<file path="src/rtl/multi_cycle_controller_pkg.sv">
// Shared definitions for the multi-cycle MIPS controller: state codes, opcodes,
// mux-select encodings and the opcode -> instruction-type classifier.
package multi_cycle_controller_pkg;

  typedef enum logic [3:0] {
    S_FETCH  = 4'd0,
    S_DECODE = 4'd1,
    S_MEMADR = 4'd2,
    S_MEMRD  = 4'd3,
    S_MEMWB  = 4'd4,
    S_MEMWR  = 4'd5,
    S_EXEC   = 4'd6,
    S_RWB    = 4'd7,
    S_BRANCH = 4'd8,
    S_JUMP   = 4'd9,
    S_ERR    = 4'd10
  } state_t;

  localparam logic [5:0] OP_RTYPE = 6'b000000;
  localparam logic [5:0] OP_LW    = 6'b100011;
  localparam logic [5:0] OP_SW    = 6'b101011;
  localparam logic [5:0] OP_BEQ   = 6'b000100;
  localparam logic [5:0] OP_J     = 6'b000010;

  localparam logic [1:0] SRCB_FOUR    = 2'b01;
  localparam logic [1:0] SRCB_IMM     = 2'b10;
  localparam logic [1:0] SRCB_IMM_SH2 = 2'b11;

  localparam logic [1:0] ALU_SUB   = 2'b01;
  localparam logic [1:0] ALU_FUNCT = 2'b10;

  localparam logic [1:0] PCS_ALUOUT = 2'b01;
  localparam logic [1:0] PCS_JUMP   = 2'b10;

  // inst_type bit positions: {R, LW, SW, BEQ, J}
  localparam int ITYPE_LW = 3;

  function automatic logic [4:0] opcode_type(input logic [5:0] op);
    case (op)
      OP_RTYPE: opcode_type = 5'b10000;
      OP_LW:    opcode_type = 5'b01000;
      OP_SW:    opcode_type = 5'b00100;
      OP_BEQ:   opcode_type = 5'b00010;
      OP_J:     opcode_type = 5'b00001;
      default:  opcode_type = 5'b00000;
    endcase
  endfunction

endpackage

</file>
<file path="src/rtl/multi_cycle_controller_ctrl_decode.sv">
// Combinational state -> control word. Strobes leave here ungated; the top
// qualifies them with step and reset.
module multi_cycle_controller_ctrl_decode
  import multi_cycle_controller_pkg::*;
(
  input  logic [3:0] state,
  output logic       pc_write,
  output logic       pc_write_cond,
  output logic       i_or_d,
  output logic       mem_write,
  output logic       ir_write,
  output logic       reg_dst,
  output logic       mem_to_reg,
  output logic       reg_write,
  output logic       alu_src_a,
  output logic [1:0] alu_src_b,
  output logic [1:0] alu_op,
  output logic [1:0] pc_source
);

  always_comb begin
    pc_write      = 1'b0;
    pc_write_cond = 1'b0;
    i_or_d        = 1'b0;
    mem_write     = 1'b0;
    ir_write      = 1'b0;
    reg_dst       = 1'b0;
    mem_to_reg    = 1'b0;
    reg_write     = 1'b0;
    alu_src_a     = 1'b0;
    alu_src_b     = 2'b00;
    alu_op        = 2'b00;
    pc_source     = 2'b00;
    case (state_t'(state))
      S_FETCH: begin
        ir_write  = 1'b1;
        pc_write  = 1'b1;
        alu_src_b = SRCB_FOUR;
      end
      S_DECODE: alu_src_b = SRCB_IMM_SH2;
      S_MEMADR: begin
        alu_src_a = 1'b1;
        alu_src_b = SRCB_IMM;
      end
      S_MEMRD: i_or_d = 1'b1;
      S_MEMWB: begin
        mem_to_reg = 1'b1;
        reg_write  = 1'b1;
      end
      S_MEMWR: begin
        i_or_d    = 1'b1;
        mem_write = 1'b1;
      end
      S_EXEC: begin
        alu_src_a = 1'b1;
        alu_op    = ALU_FUNCT;
      end
      S_RWB: begin
        reg_dst   = 1'b1;
        reg_write = 1'b1;
      end
      S_BRANCH: begin
        alu_src_a     = 1'b1;
        alu_op        = ALU_SUB;
        pc_source     = PCS_ALUOUT;
        pc_write_cond = 1'b1;
      end
      S_JUMP: begin
        pc_source = PCS_JUMP;
        pc_write  = 1'b1;
      end
      default: ;
    endcase
  end

endmodule

</file>
<file path="src/rtl/multi_cycle_controller.sv">
// Moore controller for a multi-cycle MIPS datapath: state register, next-state,
// step/reset gating of write strobes, and debug cycle/instruction counters.
module multi_cycle_controller
  import multi_cycle_controller_pkg::*;
#(
  parameter int CNT_W           = 16,
  parameter bit HALT_ON_ILLEGAL = 1'b1
) (
  input  logic             clock,
  input  logic             reset,
  input  logic             step,
  input  logic [5:0]       opcode,
  output logic             pc_write,
  output logic             pc_write_cond,
  output logic             i_or_d,
  output logic             mem_write,
  output logic             ir_write,
  output logic             reg_dst,
  output logic             mem_to_reg,
  output logic             reg_write,
  output logic             alu_src_a,
  output logic [1:0]       alu_src_b,
  output logic [1:0]       alu_op,
  output logic [1:0]       pc_source,
  output logic [3:0]       state,
  output logic [4:0]       inst_type,
  output logic             illegal,
  output logic             instr_done,
  output logic [CNT_W-1:0] cycle_count,
  output logic [CNT_W-1:0] instr_count
);

  localparam logic [CNT_W-1:0] CNT_ONE = CNT_W'(1);

  state_t           state_q, state_d;
  logic [4:0]       inst_type_q, type_d;
  logic [CNT_W-1:0] cycle_q, instr_q;
  logic             is_final, step_en;
  logic             pc_write_raw, pc_write_cond_raw, mem_write_raw, ir_write_raw, reg_write_raw;

  multi_cycle_controller_ctrl_decode u_decode (
    .state         (state_q),
    .pc_write      (pc_write_raw),
    .pc_write_cond (pc_write_cond_raw),
    .i_or_d        (i_or_d),
    .mem_write     (mem_write_raw),
    .ir_write      (ir_write_raw),
    .reg_dst       (reg_dst),
    .mem_to_reg    (mem_to_reg),
    .reg_write     (reg_write_raw),
    .alu_src_a     (alu_src_a),
    .alu_src_b     (alu_src_b),
    .alu_op        (alu_op),
    .pc_source     (pc_source)
  );

  assign type_d = opcode_type(opcode);

  always_comb begin
    state_d = state_q;
    case (state_q)
      S_FETCH:  state_d = S_DECODE;
      S_DECODE: begin
        case (opcode)
          OP_RTYPE:    state_d = S_EXEC;
          OP_LW, OP_SW: state_d = S_MEMADR;
          OP_BEQ:      state_d = S_BRANCH;
          OP_J:        state_d = S_JUMP;
          default:     state_d = HALT_ON_ILLEGAL ? S_ERR : S_FETCH;
        endcase
      end
      S_MEMADR: state_d = inst_type_q[ITYPE_LW] ? S_MEMRD : S_MEMWR;
      S_MEMRD:  state_d = S_MEMWB;
      S_EXEC:   state_d = S_RWB;
      S_MEMWB, S_MEMWR, S_RWB, S_BRANCH, S_JUMP: state_d = S_FETCH;
      default:  state_d = S_ERR;
    endcase
  end

  // An illegal opcode treated as a NOP retires straight out of DECODE.
  always_comb begin
    case (state_q)
      S_MEMWB, S_MEMWR, S_RWB, S_BRANCH, S_JUMP: is_final = 1'b1;
      S_DECODE: is_final = !HALT_ON_ILLEGAL && (type_d == 5'b00000);
      default:  is_final = 1'b0;
    endcase
  end

  always_ff @(posedge clock or posedge reset) begin
    if (reset) begin
      state_q     <= S_FETCH;
      inst_type_q <= 5'b00000;
      cycle_q     <= '0;
      instr_q     <= '0;
    end else if (step) begin
      state_q <= state_d;
      if (state_q == S_DECODE) inst_type_q <= type_d;
      if (state_q != S_ERR)    cycle_q     <= cycle_q + CNT_ONE;
      if (is_final)            instr_q     <= instr_q + CNT_ONE;
    end
  end

  // Reset is folded in combinationally so strobes drop without waiting for an edge.
  assign step_en       = step & ~reset;
  assign pc_write      = pc_write_raw      & step_en;
  assign pc_write_cond = pc_write_cond_raw & step_en;
  assign mem_write     = mem_write_raw     & step_en;
  assign ir_write      = ir_write_raw      & step_en;
  assign reg_write     = reg_write_raw     & step_en;
  assign instr_done    = is_final          & step_en;

  assign state       = state_q;
  assign inst_type   = inst_type_q;
  assign illegal     = (state_q == S_ERR);
  assign cycle_count = cycle_q;
  assign instr_count = instr_q;

endmodule

</file>
<file path="config.mk">
export PLATFORM = sky130hd
export DESIGN_NAME = multi_cycle_controller
export DESIGN_NICKNAME = d
export VERILOG_FILES = /design/src/rtl/multi_cycle_controller_pkg.sv /design/src/rtl/multi_cycle_controller_ctrl_decode.sv /design/src/rtl/multi_cycle_controller.sv
export SDC_FILE = /design/constraint.sdc
export NUM_CORES = 1
export LEC_CHECK = 0
export ABC_AREA = 1
export CORE_MARGIN = 2
export CORE_UTILIZATION = 49
export DETAILED_ROUTE_END_ITERATION = 8
export GPL_TIMING_DRIVEN = 0
export PLACE_DENSITY = 0.81
export SKIP_LAST_GASP = 1
export SLEW_MARGIN = 5
export SYNTH_ARGS = -nofsm -noshare
export SYNTH_HDL_FRONTEND = slang
export SYNTH_SLANG_ARGS = --single-unit
</file>
<file path="constraint.sdc">
create_clock -name clock -period 2.8 [get_ports clock]
set_input_delay 0.56 -clock clock [delete_from_list [all_inputs] [get_ports clock]]
set_output_delay 0.56 -clock clock [all_outputs]
set_load 0.02 [all_outputs]
</file>
==> results of run 1 <==
worst max-delay path, delay by kind of cell:
kind / cells / cell delay [ns]
buffers and inverters: 3 / 1.32
AOI/OAI and AO/OA: 1 / 0.14
and+or+nand+nor: 1 / 0.11
per-stage QoR:
step | std cells | TNS, ns | utilization (%)
2_1_floorplan | 376 | 0 | -
3_3_place_gp | 511 | -3.77 | 65.2
3_5_place_dp | 511 | -3.92 | 65.2
4_1_cts | 520 | 0 | 67.0
5_1_grt | 520 | 0 | 67.0
6_report | 520 | 0 | 67.0
timing repair:
| item | in CTS | in global routing |
|---|---|---|
| gates resized for setup | 2 | 0 |
| endpoints found under the setup margin | 6 | 0 |
| setup buffers | 1 | 0 |
state kept, by name, summed over array words and instances, names as in the netlist:
signal / flops
cycle_count: 16
instr_count: 16
state: 4
inst_type: 5
placed cells by master (no fill, tap or decap), types with 4 or more instances in the layout:
| cell | Yosys | layout |
|---|---|---|
| nand4_1 | 10 | 10 |
| nand3_1 | 17 | 17 |
| o21ai_2 | 6 | 6 |
| o21ai_0 | 13 | 13 |
| xnor2_1 | 6 | 6 |
| dfrtp_1 | 41 | 41 |
| inv_1 | 38 | 37 |
| xor2_1 | 8 | 8 |
| clkdlybuf4s50_1 | 0 | 63 |
| o21ai_1 | 10 | 10 |
| nor2_1 | 53 | 53 |
| nand2_1 | 144 | 144 |
| clkbuf_8 | 0 | 5 |
| buf_4 | 3 | 4 |
final timing paths:
check / startpoint / endpoint / slack (ns) / cells past startpoint
setup reg to reg: cycle_count[0]$_DFFE_PP0P_ / cycle_count[8]$_DFFE_PP0P_ / 1.26 / 7
min in group asynchronous: reset / instr_count[12]$_DFFE_PP0P_ / 0.81 / 2
hold reg to reg: inst_type[0]$_DFFE_PP0P_ / inst_type[0]$_DFFE_PP0P_ / 0.49 / 2
max in group asynchronous: reset / inst_type[3]$_DFFE_PP0P_ / 1.31 / 2
hold / removal: inst_type[0]$_DFFE_PP0P_ / inst_type[0]$_DFFE_PP0P_ / 0.49 / 2
setup / recovery: reset / pc_write / 0.11 / 5
routing by layer:
layer	vias to the layer above	global-route usage (%)
met1	1226	27.8
met2	65	41.1
met5	-	0
met4	0	7.64
li1	1330	-
met3	10	4.24
area by class of cell:
class,count,area share [%]
multi-input cells,288,39.5
repair inverters,2,0.293
flip-flops and latches,41,30.0
inverters,40,4.65
repair buffers,66,19.2
plain buffers,7,1.68
clock buffers,5,2.01
well taps,70,2.56
clock inverters,1,0.146
cell families after synthesis:
family,share of synthesized area [%]
and+or+nand+nor,38.6
buffers and inverters,8.21
DFF,39.6
AOI/OAI and AO/OA,7.92
xor gates and xnor gates,4.73
adders and majority gates,0.966
cell usage after synthesis (2+ instances only):
master,count
dfrtp_1,41
nand2_1,144
buf_2,3
nand3b_1,2
xnor2_1,6
a21oi_1,2
nor3_1,2
nor2_1,53
o21ai_0,13
ha_1,2
nor2_2,3
nand3_1,17
nor2_4,3
o21ai_1,10
buf_4,3
xor2_1,8
nand4_1,10
inv_1,38
o21ai_2,6
power groups by stage:
stage               sequential [mW]  clock, mW  combinational, mW
global placement               1.02          0               1.59
floorplan                      1.18          0              0.786
CTS                            1.01      0.370               1.64
global route                   1.05      0.390               1.77
detailed placement             1.02          0               1.63
finish                         1.02      0.357               1.63
==> flow_summary.yaml, run 1 <==
status:
  outcome: "finished clean"
yosys:
  synth_top_area_share_pct: 39.6
  yosys_most_used_dff: "dfrtp_1"
  synth_nets: 387
  ys_seq_area_share_pct: 39.6
  yosys_warnings: 0
  ys_ff_latch: 41
  synthArstFlopShare_pct: 100
  yosysTopAreaCell: "dfrtp_1"
  syn_avg_cell_area_um2: 6.89
  syn_area_mm2: 0.00259
  synth.area.top_cells: "dfrtp_1 (40%), nand2_1 (21%), nor2_1 (7.7%)"
  synth_edf_count: 0
  synth_cell_types: 29
  synthCells: 376
detailed_routing:
  wl_per_cell_um: 12.5
  drc: 0
  viasPerCell: 5.06
  ant_nets: 0
  wl_met3_um: 302
  met2_length_mm: 3.31
  first_iter_violations: 91
  highest_layer: "met4"
  drt_first_pass_iters: 5
  met1_length_mm: 2.75
  num_vias: 2631
  wl_mm: 6.48
placement:
  io_buffers: 65
  hpwl_mm: 4.80
  gp_congestion: 0.869
  postPlaceCellArea_mm2: 0.00333
  post-place-ws_ns: -0.805
power:
  power_mw: 3.00
  p_seq_share_pct: 34.0
  power_density_mw_per_mm2: 878
  switchingPower_mw: 1.38
  pwr-share-comb_pct: 54.1
  pwr-share-clk_pct: 11.9
  power.leakage_nw: 1.48
  p_int_mw: 1.63
  swShare_pct: 45.9
  max-vdd-ir-drop_v: 0.000567
cts:
  tritoncts: "built"
  cts_hold_buf: 0
  cts_inserted_buffers: 5
  clk_pin_slew_worst_paths_ns: 0.07
  clock-sinks: 41
  htree_levels: 2
  insertion_delay_ns: 0.29
  clockBufferDepth: 2
  cts_root_buf: "clkbuf_8"
grt:
  grt_overflow: 0
  antenna_found_initial: 0
  track_usage_pct: 23.0
  grt_max_degree: 22
  grt_pass1_vias: 2466
  grt_pass1_wl_mm: 11.1
setup_path:
  cpMostUsedCell: "clkdlybuf4s50_1"
  end_kind: "output pin"
  worstPathMaxFanout: 5
  critPathKind: "primary input to output pin"
  max_stage_delay_ns: 0.62
  start_kind: "primary input"
  arrival_ns: 2.13
  crit_chain: "clkdlybuf4s50_1 > clkinvlp_4 > nand2_1 > a21oi_1 > clkdlybuf4s50_1"
  cp.required_ns: 2.24
  slowest_stage: "clkdlybuf4s50_1"
timing:
  setup_violations: 0
  slew_viol_final: 0
  finalClockSkew_ns: 0.00548
  max_freq_ghz: 0.371
  max_slew_margin_pct: 31.4
  fin_hold_ws_ns: 0.493
  rsz0062_at_grt: "no"
  min_period_over_period_pct: 96.2
  setup_ws_ns: 0.106
  layout_min_cycle_time_ns: 2.69
  finalHoldViolations: 0
  worstMarginPinSlew_ns: 1.02
layout:
  antenna_cells: 0
  final_layout_size_suffix_gt1_share_pct: 7.78
  final.fill_count: 469
  seq_area_mm2: 0.00103
  final_nets: 462
  multi_input_area_mm2: 0.00135
  area_growth_pct: 32.1
  final_cell_area_mm2: 0.00342
floorplan:
  die_x_um: 76.7
  die_h_um: 76.7
  rows: 26
  core_area_mm2: 0.00511
  pin_count: 67
  start_util_pct: 50.7
  die_area_mm2: 0.00588
flow_run:
  maxCapViolCount: 0
min_path:
  hp-class: "flip-flop to flip-flop"
Power figures use the tool's default switching activity.
==> inputs of run 2 (changes only) <==
--- a/config.mk
+++ b/config.mk
@@ -7,12 +7,13 @@
 export LEC_CHECK = 0
 export ABC_AREA = 1
 export CORE_MARGIN = 2
-export CORE_UTILIZATION = 49
+export CORE_UTILIZATION = 53
 export DETAILED_ROUTE_END_ITERATION = 8
 export GPL_TIMING_DRIVEN = 0
-export PLACE_DENSITY = 0.81
+export PLACE_DENSITY = 0.87
 export SKIP_LAST_GASP = 1
-export SLEW_MARGIN = 5
+export SLEW_MARGIN = 15
 export SYNTH_ARGS = -nofsm -noshare
 export SYNTH_HDL_FRONTEND = slang
 export SYNTH_SLANG_ARGS = --single-unit
+export TNS_END_PERCENT = 1
==> constraint.sdc (replaced) <==
create_clock -name clock -period 3.25 [get_ports clock]
set_input_delay 0.65 -clock clock [delete_from_list [all_inputs] [get_ports clock]]
set_output_delay 0.65 -clock clock [all_outputs]
set_load 0.02 [all_outputs]
==> flow_summary.yaml, run 2 (synthesis results as in run 1) <==
cts:
  clk_pin_slew_worst_paths_ns: 0.07
  insertion_delay_ns: 0.29
  cts_hold_buf: 0
  clockBufferDepth: 2
  htree_levels: 2
  tritoncts: "built"
  cts_setup_buffers: 0
  cts_root_buf: "clkbuf_8"
  cts_inserted_buffers: 5
  clock-sinks: 41
grt:
  track_usage_pct: 23.6
  grt_pass1_wl_mm: 10.2
  grt_max_degree: 30
  grt_pass1_vias: 2390
  antenna_found_initial: 0
  grt_overflow: 0
power:
  power.leakage_nw: 1.49
  power_density_mw_per_mm2: 757
  pwr-share-comb_pct: 53.5
  switchingPower_mw: 1.17
  max-vdd-ir-drop_v: 0.000519
  p_int_mw: 1.43
  p_seq_share_pct: 33.4
  swShare_pct: 45.1
  pwr-share-clk_pct: 13.1
detailed_routing:
  wl_per_cell_um: 11.8
  num_vias: 2632
  viasPerCell: 5.10
  first_iter_violations: 193
  drc: 0
  ant_nets: 0
  wl_mm: 6.10
  drt_first_pass_iters: 5
floorplan:
  die_area_mm2: 0.00546
  start_util_pct: 54.8
  rows: 25
  die_h_um: 73.9
  pin_count: 67
  die_x_um: 73.9
  core_area_mm2: 0.00472
placement:
  io_buffers: 65
  hpwl_mm: 4.66
  post-place-ws_ns: -0.121
  gp_congestion: 0.899
  postPlaceCellArea_mm2: 0.00334
timing:
  layout_min_cycle_time_ns: 3.05
  setup_violations: 0
  finalClockSkew_ns: 0.00747
  max_slew_margin_pct: 77.6
  setup_ws_ns: 0.197
  slew_viol_final: 0
  min_period_over_period_pct: 93.9
  rsz0062_at_grt: "no"
  worstMarginPinSlew_ns: 0.335
  finalHoldViolations: 0
  max_freq_ghz: 0.328
  setup_total_negative_slack_ns: 0
layout:
  antenna_cells: 0
  final_util_pct: 72.8
  final_layout_size_suffix_gt1_share_pct: 7.57
  area_growth_pct: 32.8
  layout_common_cells: "nand2_1 (144), clkdlybuf4s50_1 (64), nor2_1 (53)"
  final_cell_area_mm2: 0.00344
  mostFrequentLayoutCell: "nand2_1"
  final_nets: 460
setup_path:
  critPathKind: "primary input to output pin"
  cp.required_ns: 2.60
  arrival_ns: 2.40
  end_kind: "output pin"
  worstPathMaxFanout: 29
  start_kind: "primary input"
status:
  outcome: "finished clean"
min_path:
  hp-class: "flip-flop to flip-flop"
flow_run:
  maxCapViolCount: 0
[run 2: cell types whose count changed in the layout (fill, tap and decap cells not counted)]
cell	previous run	this run
clkinvlp_2	2	0
buf_12	1	2
buf_4	4	3
clkbuf_8	5	6
clkdlybuf4s50_1	63	64
clkinv_2	1	0
clkinv_4	0	1
dlygate4sd2_1	2	1
[run 2: critical path, stage by stage]
cell	delay, ns
clkdlybuf4s50_1	0.47
clkinv_4	0.16
buf_12	0.21
nand2_1	0.15
a21oi_1	0.14
clkdlybuf4s50_1	0.61
[run 2: cell type report]
type / instances / area [µm²]
fillers: 393 / 1280
repair buffers: 66 / 669
flip-flops and latches: 41 / 1030
well taps: 67 / 83.8
plain buffers: 7 / 57.6
inverters: 40 / 160
clock inverters: 1 / 7.51
clock buffers: 6 / 82.6
multi-input cells: 288 / 1350
[run 2: power groups by stage]
stage | clock [mW] | combinational, mW | sequential, mW
final | 0.340 | 1.39 | 0.870
after global routing | 0.362 | 1.53 | 0.897
after detailed placement | 0 | 1.39 | 0.876
after CTS | 0.349 | 1.40 | 0.867
after floorplan | 0 | 0.677 | 1.01
after global placement | 0 | 1.36 | 0.873
[run 2: timing repair]
| action | CTS | global route |
|---|---|---|
| pin swaps | 0 | 0 |
| cloned | 0 | 0 |
| setup endpoints to repair | 1 | 1 |
| resized for setup | 2 | 1 |
[run 2: metrics by stage]
step | hold slack, ns | cells | power [mW]
2_1_floorplan | 0.591 | 376 | 1.69
3_3_place_gp | 0.486 | 508 | 2.23
3_5_place_dp | 0.482 | 509 | 2.27
4_1_cts | 0.510 | 516 | 2.62
5_1_grt | 0.533 | 516 | 2.78
6_report | 0.507 | 516 | 2.60
[run 2: routing by layer]
| layer | share of wire, % | track usage, % | up-vias |
|---|---|---|---|
| li1 | - | - | 1330 |
| met1 | 45 | 30.7 | 1211 |
| met2 | 50 | 40.9 | 87 |
| met3 | 4.9 | 3.70 | 4 |
| met4 | 0.69 | 6.67 | 0 |
| met5 | 0 | 0 | - |
[run 2: final timing paths]
path	slack [ns]	cells past startpoint	end	start
worst max register to register	1.68	7	instr_count[8]$_DFFE_PP0P_	instr_count[1]$_DFFE_PP0P_
worst min-delay path	0.51	2	inst_type[4]$_DFFE_PP0P_	inst_type[4]$_DFFE_PP0P_
worst min register to register	0.51	2	inst_type[4]$_DFFE_PP0P_	inst_type[4]$_DFFE_PP0P_
max in group asynchronous	2.24	3	state[1]$_DFFE_PP0P_	reset
min in group asynchronous	0.63	2	cycle_count[8]$_DFFE_PP0P_	reset
worst max-delay path	0.20	6	pc_write	reset
==> inputs of run 3 (changes only) <==
--- a/config.mk
+++ b/config.mk
@@ -6,6 +6,7 @@
 export NUM_CORES = 1
 export LEC_CHECK = 0
 export ABC_AREA = 1
+export CAP_MARGIN = 5
 export CORE_MARGIN = 2
 export CORE_UTILIZATION = 53
 export DETAILED_ROUTE_END_ITERATION = 8
==> results of run 3 <==
Final layout, timing and power as in run 2 (identical DEF).
==> patch (settings of run 2) <==
Set the parameter `HALT_ON_ILLEGAL` to 1'b0 (it was 1'b1).
--- a/src/rtl/multi_cycle_controller.sv
+++ b/src/rtl/multi_cycle_controller.sv
@@ -4,7 +4,7 @@
   import multi_cycle_controller_pkg::*;
 #(
   parameter int CNT_W           = 16,
-  parameter bit HALT_ON_ILLEGAL = 1'b1
+  parameter bit HALT_ON_ILLEGAL = 1'b0
 ) (
   input  logic             clock,
   input  logic             reset,
Check against the original RTL: not equivalent (a bounded check fails within 4 cycles, from zero or initial values and one cycle with reset high).
==> patch against run 2 <==
  * Synthesized cell count is 4.5% lower
  * Cell area shrank 1.8%
  * Setup slack worse by 0.12 ns
  * First-iteration DRC count is 3.1% higher
  * Synthesized area shrank 2.3%
  * Sequential cell count is the same
  * Critical path depth increased by 3
  * Power shrank 20%
  * Wire length rose by 3.1%
  * Largest power group unchanged
==> patch: results (changes against run 2) <==
[layout]
num-fill-cells = 380  ; -3.3%
nonClkBufAreaFrac = 0.210  ; -0.00172
seq_area_frac = 0.304  ; +0.00542
final_cells = 487  ; -5.6%
clk_share = 0.0300  ; +0.00381
inverters = 43  ; +7.5%
layout-drive-gt1-share = 0.0600  ; -0.0157
area_delta_synth_final_pct = 33.4
clock_buffers = 7  ; +1
nNonClkBuffers = 72  ; -1.4%
fin_nets = 443  ; -3.7%

[critical_path]
crit_path_max_fanout = 10  ; -66%
r2r_start = state[1]$_DFFE_PP0P_
setup.worst_path.end = instr_done
slowest_delay_ns = 0.50  ; -0.11 ns
crit_arrival_ns = 2.52  ; +0.12 ns
setup.worst_path.start = opcode[3]

[power]
irDropWorstVdd_mv = 0.329  ; -37%

[outcome]
outcome = complete, no violations

[yosys]
yosysSeqAreaShare = 0.405  ; +0.00920
postSynthCellCount = 359  ; -4.5%
synth_fa_ha_area_frac = 0.00989  ; +0.000224
ys_top_cells_by_area = dfrtp_1 (41%), nand2_1 (18%), nand3_1 (6.7%)
synth_nets = 370  ; -4.4%
synth_compound_area_frac = 0.0529  ; -0.0263
yosys-top-cells-count = nand2_1 (120), dfrtp_1 (41), inv_1 (41), nor2_1 (38), nand3_1 (34)

[floorplanning]
nWellTaps = 54  ; -19%

[place]
place_ws_ns = -0.185  ; -0.0646 ns
placed_cell_area_mm2 = 0.00327  ; -2.2%
place_congestion = 0.936  ; +4.1%
hpwlAfterDp_um = 4800  ; +2.9%

[sta]
whs_ns = 0.490  ; -0.0170 ns
finClkSkew_ns = 0.00367  ; -0.00380 ns
slew_headroom = 0.657  ; -0.118

[drt]
routedWlPerCell_um = 12.9  ; +9.2%
via_count = 2524  ; -4.1%
first_pass_iters = 4  ; -1
first_iter_violations = 199  ; +3.1%

[grt]
grt_pass1_vias = 2325  ; -2.7%
grt_pass1_wl_um = 10300  ; +0.80%

==> patch: cell types whose count changed after synthesis, moves of 3 or more <==
cell / change
o21ai_1: -9
o21ai_0: +6
o21ai_2: -6
nand2_1: -24
nand3_1: +17
xor2_1: +5
inv_1: +3
nor3_1: +9
nor2_1: -15
==> patch: repair_timing <==
action,4_1_cts,5_1_grt
gates cloned,0,0
hold endpoints to repair,0,0
setup endpoints to repair,3,6
gates resized for setup,1,4
==> patch: where the power goes <==
part           internal, W  switching, W  total (W)
combinational     0.000404      0.000573   0.000977
clock             0.000192      0.000179   0.000371
sequential        0.000608      0.000134   0.000743
==> patch: metal layers <==
layer | wire, um | vias up | global-route usage
met4 | 95 | 0 | 0.0926
met2 | 3040 | 68 | 0.392
met1 | 2830 | 1170 | 0.334
met3 | 318 | 9 | 0.0483
li1 | - | 1277 | -
met5 | 0 | - | 0
